[src/rtl/conv_window_reader_pkg.sv]
// Shared definitions for the 3x3 convolution window reader and its tap-offset generator.
package conv_window_reader_pkg;

    localparam int unsigned KTAPS          = 9;
    localparam int unsigned KDIM           = 3;
    localparam int unsigned ADDR_W_DEFAULT = 11;

    typedef enum logic [1:0] {
        StIdle,
        StWait,
        StIssue,
        StDone
    } rd_state_e;

    // Distance from a window's top-left pixel to its bottom-right pixel.
    function automatic int unsigned br_distance(input int unsigned img_w);
        return (KDIM - 1) * img_w + (KDIM - 1);
    endfunction

endpackage

[src/rtl/conv_tap_offset.sv]
// Walks the 9 kernel taps of one window in raster order, producing the address offset
// from the window base incrementally (no multiplier).
module conv_tap_offset
    import conv_window_reader_pkg::*;
#(
    parameter int unsigned IMG_W  = 32,
    parameter int unsigned ADDR_W = ADDR_W_DEFAULT
) (
    input  logic              i_clk,
    input  logic              i_rst_n,
    input  logic              i_clear,
    input  logic              i_advance,
    output logic [ADDR_W-1:0] o_off,
    output logic [3:0]        o_tap_idx,
    output logic              o_last
);

    logic [1:0]        r_kx;
    logic [3:0]        r_tap;
    logic [ADDR_W-1:0] r_off;
    logic              w_last;

    assign w_last    = (r_tap == 4'(KTAPS - 1));
    assign o_off     = r_off;
    assign o_tap_idx = r_tap;
    assign o_last    = w_last;

    always_ff @(posedge i_clk or negedge i_rst_n) begin
        if (!i_rst_n) begin
            r_kx  <= '0;
            r_tap <= '0;
            r_off <= '0;
        end else if (i_clear || (i_advance && w_last)) begin
            r_kx  <= '0;
            r_tap <= '0;
            r_off <= '0;
        end else if (i_advance) begin
            r_tap <= r_tap + 4'd1;
            if (r_kx == 2'(KDIM - 1)) begin
                // Jump from the end of one kernel row to the start of the next.
                r_kx  <= '0;
                r_off <= r_off + ADDR_W'(IMG_W - 2);
            end else begin
                r_kx  <= r_kx + 2'd1;
                r_off <= r_off + ADDR_W'(1);
            end
        end
    end

endmodule

[src/rtl/conv_window_reader.sv]
// Read-side frame walker: issues 9 tap reads per valid 3x3 window, gated so it never
// overtakes the pixel writer, and tags each returning RAM beat for the MAC.
module conv_window_reader
    import conv_window_reader_pkg::*;
#(
    parameter int unsigned IMG_W  = 32,
    parameter int unsigned IMG_H  = 32,
    parameter int unsigned ADDR_W = ADDR_W_DEFAULT
) (
    input  logic              i_clk,
    input  logic              i_rst_n,
    input  logic              i_start,
    input  logic [ADDR_W-1:0] i_wr_count,
    input  logic              i_stall,
    output logic              o_rd_en,
    output logic [ADDR_W-1:0] o_rd_addr,
    output logic              o_dv,
    output logic [3:0]        o_tap_idx,
    output logic              o_last_tap,
    output logic [ADDR_W-1:0] o_out_row,
    output logic [ADDR_W-1:0] o_out_col,
    output logic              o_busy,
    output logic              o_done
);

    rd_state_e         r_state;
    rd_state_e         w_state_next;
    logic [ADDR_W-1:0] r_base;
    logic [ADDR_W-1:0] r_row;
    logic [ADDR_W-1:0] r_col;

    logic [ADDR_W-1:0] w_br;
    logic [ADDR_W-1:0] w_off;
    logic [3:0]        w_tap_idx;
    logic              w_tap_last;
    logic              w_ready;
    logic              w_issue;
    logic              w_clear;
    logic              w_win_end;
    logic              w_last_col;
    logic              w_last_win;

    logic              r_dv;
    logic [3:0]        r_tap_idx;
    logic              r_last_tap;
    logic [ADDR_W-1:0] r_out_row;
    logic [ADDR_W-1:0] r_out_col;

    // Writer count is "pixels written", so the bottom-right tap is safe once count > BR.
    assign w_br       = r_base + ADDR_W'(br_distance(IMG_W));
    assign w_ready    = (i_wr_count > w_br);
    assign w_issue    = (r_state == StIssue) && !i_stall && w_ready;
    assign w_clear    = (r_state == StIdle) && i_start;
    assign w_win_end  = w_issue && w_tap_last;
    assign w_last_col = (r_col == ADDR_W'(IMG_W - 3));
    assign w_last_win = w_last_col && (r_row == ADDR_W'(IMG_H - 3));

    conv_tap_offset #(
        .IMG_W  (IMG_W),
        .ADDR_W (ADDR_W)
    ) u_tap_offset (
        .i_clk     (i_clk),
        .i_rst_n   (i_rst_n),
        .i_clear   (w_clear),
        .i_advance (w_issue),
        .o_off     (w_off),
        .o_tap_idx (w_tap_idx),
        .o_last    (w_tap_last)
    );

    always_ff @(posedge i_clk or negedge i_rst_n) begin
        if (!i_rst_n) begin
            r_state <= StIdle;
        end else begin
            r_state <= w_state_next;
        end
    end

    always_comb begin
        w_state_next = r_state;
        unique case (r_state)
            StIdle:  if (i_start) w_state_next = StWait;
            StWait:  if (w_ready) w_state_next = StIssue;
            StIssue: begin
                if (w_win_end) begin
                    w_state_next = w_last_win ? StDone : StWait;
                end else if (!w_ready) begin
                    // Writer fell back: park in WAIT with the tap position held.
                    w_state_next = StWait;
                end
            end
            StDone:  w_state_next = StIdle;
            default: w_state_next = StIdle;
        endcase
    end

    always_ff @(posedge i_clk or negedge i_rst_n) begin
        if (!i_rst_n) begin
            r_base <= '0;
            r_row  <= '0;
            r_col  <= '0;
        end else if (w_clear) begin
            r_base <= '0;
            r_row  <= '0;
            r_col  <= '0;
        end else if (w_win_end && !w_last_win) begin
            if (w_last_col) begin
                // Skip the two right-edge columns that cannot host a window.
                r_base <= r_base + ADDR_W'(3);
                r_col  <= '0;
                r_row  <= r_row + ADDR_W'(1);
            end else begin
                r_base <= r_base + ADDR_W'(1);
                r_col  <= r_col + ADDR_W'(1);
            end
        end
    end

    // One-cycle delay matching the synchronous RAM read latency.
    always_ff @(posedge i_clk or negedge i_rst_n) begin
        if (!i_rst_n) begin
            r_dv       <= 1'b0;
            r_tap_idx  <= '0;
            r_last_tap <= 1'b0;
            r_out_row  <= '0;
            r_out_col  <= '0;
        end else begin
            r_dv       <= w_issue;
            r_tap_idx  <= w_issue ? w_tap_idx : 4'd0;
            r_last_tap <= w_issue && w_tap_last;
            r_out_row  <= w_issue ? r_row : '0;
            r_out_col  <= w_issue ? r_col : '0;
        end
    end

    assign o_rd_en    = w_issue;
    assign o_rd_addr  = w_issue ? (r_base + w_off) : '0;
    assign o_dv       = r_dv;
    assign o_tap_idx  = r_tap_idx;
    assign o_last_tap = r_last_tap;
    assign o_out_row  = r_out_row;
    assign o_out_col  = r_out_col;
    assign o_busy     = (r_state == StWait) || (r_state == StIssue);
    assign o_done     = (r_state == StDone);

endmodule

[config.mk]
export PLATFORM = sky130hd
export DESIGN_NAME = conv_window_reader
export DESIGN_NICKNAME = d
export VERILOG_FILES = /design/src/rtl/conv_window_reader_pkg.sv /design/src/rtl/conv_tap_offset.sv /design/src/rtl/conv_window_reader.sv
export SDC_FILE = /design/constraint.sdc
export NUM_CORES = 1
export LEC_CHECK = 0
export BUFFER_PORTS_ARGS = -buffer_cell sky130_fd_sc_hd__buf_2
export CAP_MARGIN = 10
export CORE_MARGIN = 2
export CORE_UTILIZATION = 35
export DETAILED_ROUTE_END_ITERATION = 16
export PLACE_DENSITY = 0.64
export SLEW_MARGIN = 15
export SYNTH_ARGS = -nofsm -noshare
export SYNTH_HDL_FRONTEND = slang
export SYNTH_SLANG_ARGS = --single-unit
[constraint.sdc]
create_clock -name i_clk -period 3.8 [get_ports i_clk]
set_input_delay 0.38 -clock i_clk [delete_from_list [all_inputs] [get_ports i_clk]]
set_output_delay 0.38 -clock i_clk [all_outputs]
set_load 0.005 [all_outputs]
# Word level (Yosys, flattened, before mapping)
# Index checks and enable logic that the tools add are counted.
dict set report word_totals {
  ff_bits 80
  inputBits 15
  out_inout_bits 42
  elab_cells 76
}
dict set report classes {
  addsub 10
  order_cmp 1
  n_eq_ne 10
  n_mux 27
  reduce_logical 16
}
# cell count
set ops {}
lappend ops {{two-way mux 11 bit} 15}
lappend ops {{adder 11 x 1 -> 11 bit, second input constant} 4}
lappend ops {{== test 11 x 5 -> 1 bit, second input constant} 2}
lappend ops {{two-way mux 2 bit} 8}
lappend ops {{two-way mux 4 bit} 3}
lappend ops {{adder 11 bit} 1}
lappend ops {{adder 11 x 2 -> 11 bit, second input constant} 1}
lappend ops {{adder 11 x 5 -> 11 bit, second input constant} 1}
lappend ops {{adder 11 x 7 -> 11 bit, second input constant} 1}
lappend ops {{greater-than comparator 11 bit} 1}
lappend ops {{case mux 2 bit (4 select lines)} 1}
lappend ops {{== test 2 bit, second input constant} 3}
lappend ops {{logical AND 1 bit} 6}
lappend ops {{nonzero test 2 bit} 3}
lappend ops {{adder 4 x 1 -> 4 bit, second input constant} 1}
lappend ops {{== test 4 bit, second input constant} 1}
lappend ops {{inequality test 2 bit, second input constant} 2}
lappend ops {{inequality test 3 bit, second input constant} 1}
lappend ops {{AND reduction 3 bit} 1}
lappend ops {{adder 2 x 1 -> 2 bit, second input constant} 1}
lappend ops {{== test 2 x 1 -> 1 bit, second input constant} 1}
lappend ops {{logical NOT 1 bit} 2}
lappend ops {{logical NOT 2 bit} 1}
lappend ops {{logical OR 1 bit} 2}
lappend ops {{AND reduction 2 bit} 1}

# Longest topological paths before layout
# Gate-level depths: netlist of the first run.
dict set report depth {
  word_depth 7
  ltp_mapped 15
  depth_no_buf 12
}

# By module
# Synthesis of the first run repeated with hierarchy kept, for this count alone.
dict set report hier_totals {
  cells_unflattened 499
  area_unflattened_um2 4782.1
}
# module n_inst cells_per_inst area_each_um2 seq_area_each_um2
set by_module_without_submodules {}
lappend by_module_without_submodules {conv_window_reader 1 390 3769.9 1576.5}
lappend by_module_without_submodules {conv_tap_offset 1 109 1012.2 425.4}

# Worst setup path after synthesis of the first run
# No wires, ideal clock.
dict set report synth_path {
  path_type {register to output}
  startpoint {register r_base[3]}
  endpoint {output o_rd_addr[5]}
  arrival_time_ns 3.130
  required_time_ns 3.420
  slack_ns 0.290
  stages_incl_launch_ff 14
  n_path_buf 3
  cell_sequence {dfrtp_1 -> clkbuf_1 -> and3_1 -> and3_1 -> or2_2 -> nand4_1 -> xnor2_1 -> ha_1 -> nand3_1 -> o41ai_4 -> a21o_1 -> buf_2 -> clkbuf_1 -> nor2_1}
}
dict set report synth_via {
  elab_chain_cells 4
  elab_cells_between_ends 5
  classes_between {2 x add/sub; 1 x order compare; 1 x mux; 1 x reduce/logical}
}
# item line_no
set synth_rtl {}
lappend synth_rtl {{start, declared} conv_window_reader.sv:28} ;# logic [ADDR_W-1:0] r_base;
lappend synth_rtl {{start signal, assigned} conv_window_reader.sv:109} ;# r_base <= r_base + ADDR_W'(3);
lappend synth_rtl {{start signal, assigned} conv_window_reader.sv:113} ;# r_base <= r_base + ADDR_W'(1);
lappend synth_rtl {{adder 11 x 7 -> 11 bit} conv_window_reader.sv:50} ;# assign w_br = r_base + ADDR_W'(br_distance(IMG_W));
lappend synth_rtl {{greater-than comparator 11 bit} conv_window_reader.sv:51} ;# assign w_ready = (i_wr_count > w_br);
lappend synth_rtl {{logical AND 1 bit} conv_window_reader.sv:52} ;# assign w_issue = (r_state == StIssue) && !i_stall && w_ready;
lappend synth_rtl {{two-way mux 11 bit (*)} conv_window_reader.sv:137} ;# assign o_rd_addr = w_issue ? (r_base + w_off) : '0;
lappend synth_rtl {{end, declared} conv_window_reader.sv:16} ;# output logic [ADDR_W-1:0] o_rd_addr,
# Every way passes the cells marked *; elsewhere a longest branch is shown, timed or not.

# Worst setup path in the final report of the first run
dict set report layout_path {
  startpoint {register r_base[5]}
  endpoint {output o_rd_addr[9]}
}
# Same word-level chain as after synthesis.

==> results of run 1 <==
repair_timing:
| item | in CTS | in global routing |
|---|---|---|
| hold endpoints to repair | 0 | 0 |
| endpoints found under the setup margin | 1 | 12 |
| gates resized for setup | 1 | 4 |
where the power goes:
part | internal (mW) | switching [mW] | total, mW
combinational | 0.175 | 0.289 | 0.464
clock | 0.467 | 0.366 | 0.833
sequential | 0.894 | 0.0525 | 0.947
state kept, by name (all words and copies together), names as in the netlist:
name,cells
o_dv,1
o_last_tap,1
o_out_col,11
o_out_row,11
o_tap_idx,4
r_base,11
r_col,11
r_row,11
r_state,2
u_tap_offset.o_off,11
u_tap_offset.o_tap_idx,4
u_tap_offset.r_kx,2
cells in the final DEF (no fill, tap or decap), drive strengths merged, types with 3 or more instances in the layout:
cell | synthesis | final
dfrtp | 80 | 80
buf | 9 | 69
a21oi | 43 | 43
nand2 | 40 | 40
ha | 37 | 37
nor2 | 35 | 35
inv | 24 | 27
and2 | 25 | 25
o21ai | 24 | 24
nand3 | 18 | 18
xnor2 | 16 | 16
or3 | 14 | 14
and3 | 11 | 11
o31ai | 11 | 11
or4 | 11 | 11
nand4 | 10 | 10
clkbuf | 15 | 10
xor2 | 7 | 7
o211ai | 7 | 7
nor3 | 7 | 7
a31oi | 6 | 6
a211oi | 6 | 6
a2111oi | 6 | 6
a21o | 5 | 5
mux2i | 5 | 5
nand2b | 5 | 5
or2 | 5 | 5
o21a | 4 | 4
nor4 | 4 | 4
nor2b | 3 | 3
clkinvlp | 0 | 3
o41ai | 3 | 3
final cells by class:
cell class / count / area share
multi-input combinational: 394 / 0.476
sequential: 80 / 0.350
timing repair buffer: 69 / 0.0686
clock buffer: 10 / 0.0418
tap: 180 / 0.0394
inverter: 24 / 0.0157
clock inverter: 6 / 0.00853
per-layer routing:
layer  routed length, microns  vias to the layer above  track usage  share of wire
met5                        0                        -            0              0
met4                      199                        0       0.0618          0.017
li1                         -                     1992            -              -
met2                     5770                       89        0.281           0.50
met3                      442                       18       0.0325          0.038
met1                     5200                     2013        0.206           0.45
worst paths after layout:
check	startpoint	end	slack [ps]	cells past startpoint
max in group asynchronous	i_rst_n	r_base[5]$_DFFE_PN0P_	2910	1
hold reg to reg	u_tap_offset.o_tap_idx[3]$_DFFE_PN0P_	o_tap_idx[3]$_DFF_PN0_	550	1
hold / removal	i_rst_n	o_out_row[7]$_DFF_PN0_	200	1
setup reg to reg	r_base[5]$_DFFE_PN0P_	r_base[7]$_DFFE_PN0P_	240	12
min in group i_clk	u_tap_offset.o_tap_idx[3]$_DFFE_PN0P_	o_tap_idx[3]$_DFF_PN0_	550	1
setup / recovery	r_base[5]$_DFFE_PN0P_	o_rd_addr[9]	170	12
cells by family after synthesis:
family,Yosys count,share of synthesized area
xor+xnor,23,0.0410
buf+inv,48,0.0422
compound gates,127,0.172
simple gates,200,0.225
flops,80,0.407
fa+ha+maj,39,0.102
mux,5,0.0102
through the flow:
step	worst slack, ps	hold slack (ps)	power, mW
CTS	34.1	248	2.26
floorplan	290	84.4	1.26
global route	11.2	295	2.36
detailed placement	223	540	1.42
finish	172	201	2.24
global placement	325	529	1.40
==> results.toml, run 1 <==
[flow_run]
drv_cap = 0

[final_layout]
register_area_sq_mm = 0.00200
syn2layout_area_growth_pct = 16.4
fillCellCount = 1352
postLayoutCellArea_sq_mm = 0.00572
fin_cells = 763
final_util = 0.414
drive_gt1_frac = 0.182
antenna_cells = 0
multi_input_area_sq_mm = 0.00272
nNetsFinal = 632

[routing]
dr.pass1.iters = 4
drc_errors = 0
drt_iter0_drc = 164
drtAntennaViolNets = 0
finalWirelength_mm = 11.6
vias = 4112
wl_per_cell_microns = 15.2
viasPerCell = 5.39

[setup_path]
slowest_stage = "dfrtp_2"
worstPathRequired_ps = 3420
cp-start-kind = "register"
worstPathArrival_ps = 3250
slowest_delay_ps = 440
cp.buffers_inverters = 2
path_class = "reg2out"
crit_family = "simple AND/OR/NAND/NOR gates"
end_kind = "primary output"
path_max_fanout = 34
cp_cell_sequence = "and3_1 > and3_1 > or2_2 > nand4_1 > xnor2_1 > ha_1 > nand3_2 > o21bai_2 > a21o_1 > buf_12 > a2111oi_2 > buf_2"
crit_top_cell = "and3_1"

[timing]
grt_setup_unrepaired = "false"
final_hold_viol_count = 0
worst_slew_pin_slew_ps = 997
slew_violations = 0
setup_tns_ps = 0
skew_ps = 8.79
finalCriticalPeriod_ps = 3630
timing.fmax_ghz = 0.276
fin_crit_sh = 0.955
max_slew_margin = 0.335
setup_viol = 0

[cts]
clk_latency_ps = 340
numClockSinks = 80
clk_pin_slew_ps = 60
clockRootBuffer = "clkbuf_16"
cts_buffers = 9
cts_buffer_depth = 2
cts_tree = "done"
h-tree-depth = 3
cts_hold_buf = 0
cts_setup_buffers = 0

[yosys]
synth_cells = 522
synthTopCellsByArea = "dfrtp_1 (41%), ha_1 (9.4%), a21oi_1 (4.4%)"
synth_edf_count = 0
ys_types = 60
yosys-top-cells-count = "dfrtp_1 (80), a21oi_1 (43), nand2_1 (40), ha_1 (37), nor2_1 (35)"
avgSynthCellArea_sq_um = 9.42
yosys_warnings = 0
yosys_most_used_dff = "dfrtp_1"
syn_nets = 576
yosysMostFrequentCell = "dfrtp_1"
synth_top_area_frac = 0.407
synth_area_leader_cell = "dfrtp_1"
async_reset_ff_frac = 1.00
ys_seq_area_frac = 0.407
syn_area_sq_mm = 0.00492
ys_ff_latch = 80

[floorplan]
dieHeight_microns = 123
ios = 57
dieArea_sq_mm = 0.0150
die_w_microns = 123
num_rows = 43
core_sq_mm = 0.0138
start_util = 0.356

[power_and_ir_drop]
power_density_mw_per_mm2 = 392
leakagePower_nw = 2.62
ir_drop_mv = 0.250

[placement]
place_area_sq_mm = 0.00542
gp_congestion = 0.878
port_buffers = 56
dp_cells = 747
dp_hpwl_mm = 8.44

[grt]
grt_pass1_vias = 4143
grt_pass1_wl_mm = 19.7
antenna_found_initial = 0
grt_use_total = 0.165
grt-ovfl-total = 0
grt_max_degree = 81

[run_status]
status = "finished, final reports clean"

[worst_hold_path]
holdCritPathClass = "in2async"
No activity file was read; power rests on OpenSTA's default activity.
==> run 2, diff against run 1 <==
==> constraint.sdc (replaced) <==
create_clock -name i_clk -period 3.8 [get_ports i_clk]
set_input_delay 0.19 -clock i_clk [delete_from_list [all_inputs] [get_ports i_clk]]
set_output_delay 0.19 -clock i_clk [all_outputs]
set_load 0.005 [all_outputs]
==> run 2 against run 1 <==
The run now ends with hold timing left. Non-clock buffer count unchanged. Clock-buffer cell count down 1. Fmax rose by 1.4%. Via count about the same. Core utilization rose by 0.30 points. Routed wire length is 0.93% lower. Register-to-register slack got worse by 20 ps. Combinational power down 1%. Critical path type is now reg2reg. Critical endpoint is now r_col[4]$_DFFE_PN0P_. Highest routed layer unchanged.
==> results.toml, run 2 (synthesized netlist as in run 1, its figures left out) <==
[run_status]
status = "finished with violations"
violations = "hold timing"

[setup_path]
worstPathArrival_ps = 3830
worstPathRequired_ps = 4050
end_kind = "register"
path_max_fanout = 40
cp-start-kind = "register"
path_class = "reg2reg"

[timing]
final_hold_viol_count = 7
grt_setup_unrepaired = "false"
fin_crit_sh = 0.942
skew_ps = 8.73
hold_ws_ps = -6.81
slew_violations = 0
setup_tns_ps = 0
setup_viol = 0
worst_slew_pin_slew_ps = 1000
max_slew_margin = 0.331
timing.fmax_ghz = 0.279
finalCriticalPeriod_ps = 3580

[floorplan]
num_rows = 43
die_w_microns = 123
dieArea_sq_mm = 0.0150
core_sq_mm = 0.0138
dieHeight_microns = 123
start_util = 0.356
ios = 57

[power_and_ir_drop]
total_power_mw = 2.31
ir_drop_mv = 0.249
power_density_mw_per_mm2 = 400
leakagePower_nw = 2.65

[cts]
h-tree-depth = 3
numClockSinks = 80
cts_hold_buf = 0
cts_buffers = 9
cts_tree = "done"
clockRootBuffer = "clkbuf_16"
clk_pin_slew_ps = 70
cts_buffer_depth = 2
cts_setup_buffers = 0
clk_latency_ps = 340
post_cts_resized = 0

[grt]
grt_max_degree = 81
grt_use_total = 0.164
grt_pass1_vias = 4165
grt_pass1_wl_mm = 19.8
grt-ovfl-total = 0
antenna_found_initial = 0

[final_layout]
syn2layout_area_growth_pct = 17.2
nNetsFinal = 632
postLayoutCellArea_sq_mm = 0.00576
antenna_cells = 0
final_cell_mix = "dfrtp_1 (80), buf_2 (55), a21oi_1 (43), nand2_1 (40), ha_1 (37)"
final_common_cell = "dfrtp_1"
drive_gt1_frac = 0.182

[routing]
dr.pass1.iters = 4
drtAntennaViolNets = 0
wl_per_cell_microns = 15.1
drc_errors = 0
drt_iter0_drc = 195
finalWirelength_mm = 11.5
viasPerCell = 5.39
vias = 4110

[flow_run]
drv_cap = 0

[placement]
place_area_sq_mm = 0.00542
dp_hpwl_mm = 8.33
gp_congestion = 0.887
port_buffers = 56

[worst_hold_path]
holdCritPathClass = "in2async"
==> run 2: changes by cell type in the layout (fill, tap and decap cells not counted), sizes merged <==
| cell | change |
|---|---|
| bufinv | +1 |
| clkinv | +1 |
| clkbuf | -1 |
| clkinvlp | -1 |
==> run 2: worst paths after layout <==
| kind | cells past startpoint | slack [ps] | startpoint | endpoint |
|---|---|---|---|---|
| max | 12 | 220 | r_base[4]$_DFFE_PN0P_ | r_col[4]$_DFFE_PN0P_ |
| min in group i_clk | 5 | 450 | i_start | r_state[1]$_DFFE_PN0P_ |
| max reg2reg | 12 | 220 | r_base[4]$_DFFE_PN0P_ | r_col[4]$_DFFE_PN0P_ |
| min | 1 | -7 | i_rst_n | o_out_row[7]$_DFF_PN0_ |
| min reg2reg | 2 | 550 | u_tap_offset.o_tap_idx[2]$_DFFE_PN0P_ | u_tap_offset.o_tap_idx[2]$_DFFE_PN0P_ |
| max in group asynchronous | 1 | 3120 | i_rst_n | o_tap_idx[0]$_DFF_PN0_ |
==> run 2: layout make-up <==
class / instances / area [sq um]
tap: 180 / 225
sequential: 80 / 2000
clock buffer: 9 / 225
multi-input combinational: 394 / 2740
clock inverter: 7 / 87.6
inverter: 24 / 90.1
fill: 1353 / 8060
timing repair buffer: 69 / 393
==> run 2: critical path, stage by stage, from the launching register on <==
cell and delay (ps):
dfrtp_1 450, and3_1 230, and3_1 230, or2_2 300, nand4_1 110, xnor2_1 130, ha_1 260, nand3_1 170
o41ai_4 140, or2_4 290, a211o_4 460, or4b_1 560, a21oi_1 160
==> run 2: stage by stage <==
step | worst slack, ps | hold WS, ps | cells | utilization
after floorplan | 397 | -106 | 522 | -
after global placement | 247 | 420 | 747 | 0.392
after detailed placement | 121 | 422 | 747 | 0.392
after CTS | 27.6 | 57.9 | 763 | 0.415
after global routing | 45.1 | 91.4 | 763 | 0.417
final | 221 | -6.81 | 763 | 0.417
==> run 2: routing by layer <==
| metal | GRT usage | vias to the layer above | part of all wire |
|---|---|---|---|
| met3 | 0.0386 | 10 | 0.029 |
| met4 | 0.0402 | 0 | 0.0089 |
| li1 | - | 2010 | - |
| met2 | 0.291 | 68 | 0.51 |
| met5 | 0 | - | 0 |
| met1 | 0.202 | 2022 | 0.45 |
==> run 2: report_power, final <==
part | internal (mW) | switching, mW | total, mW
sequential | 0.894 | 0.0516 | 0.945
clock | 0.521 | 0.380 | 0.902
combinational | 0.172 | 0.286 | 0.458
total | 1.59 | 0.718 | 2.31
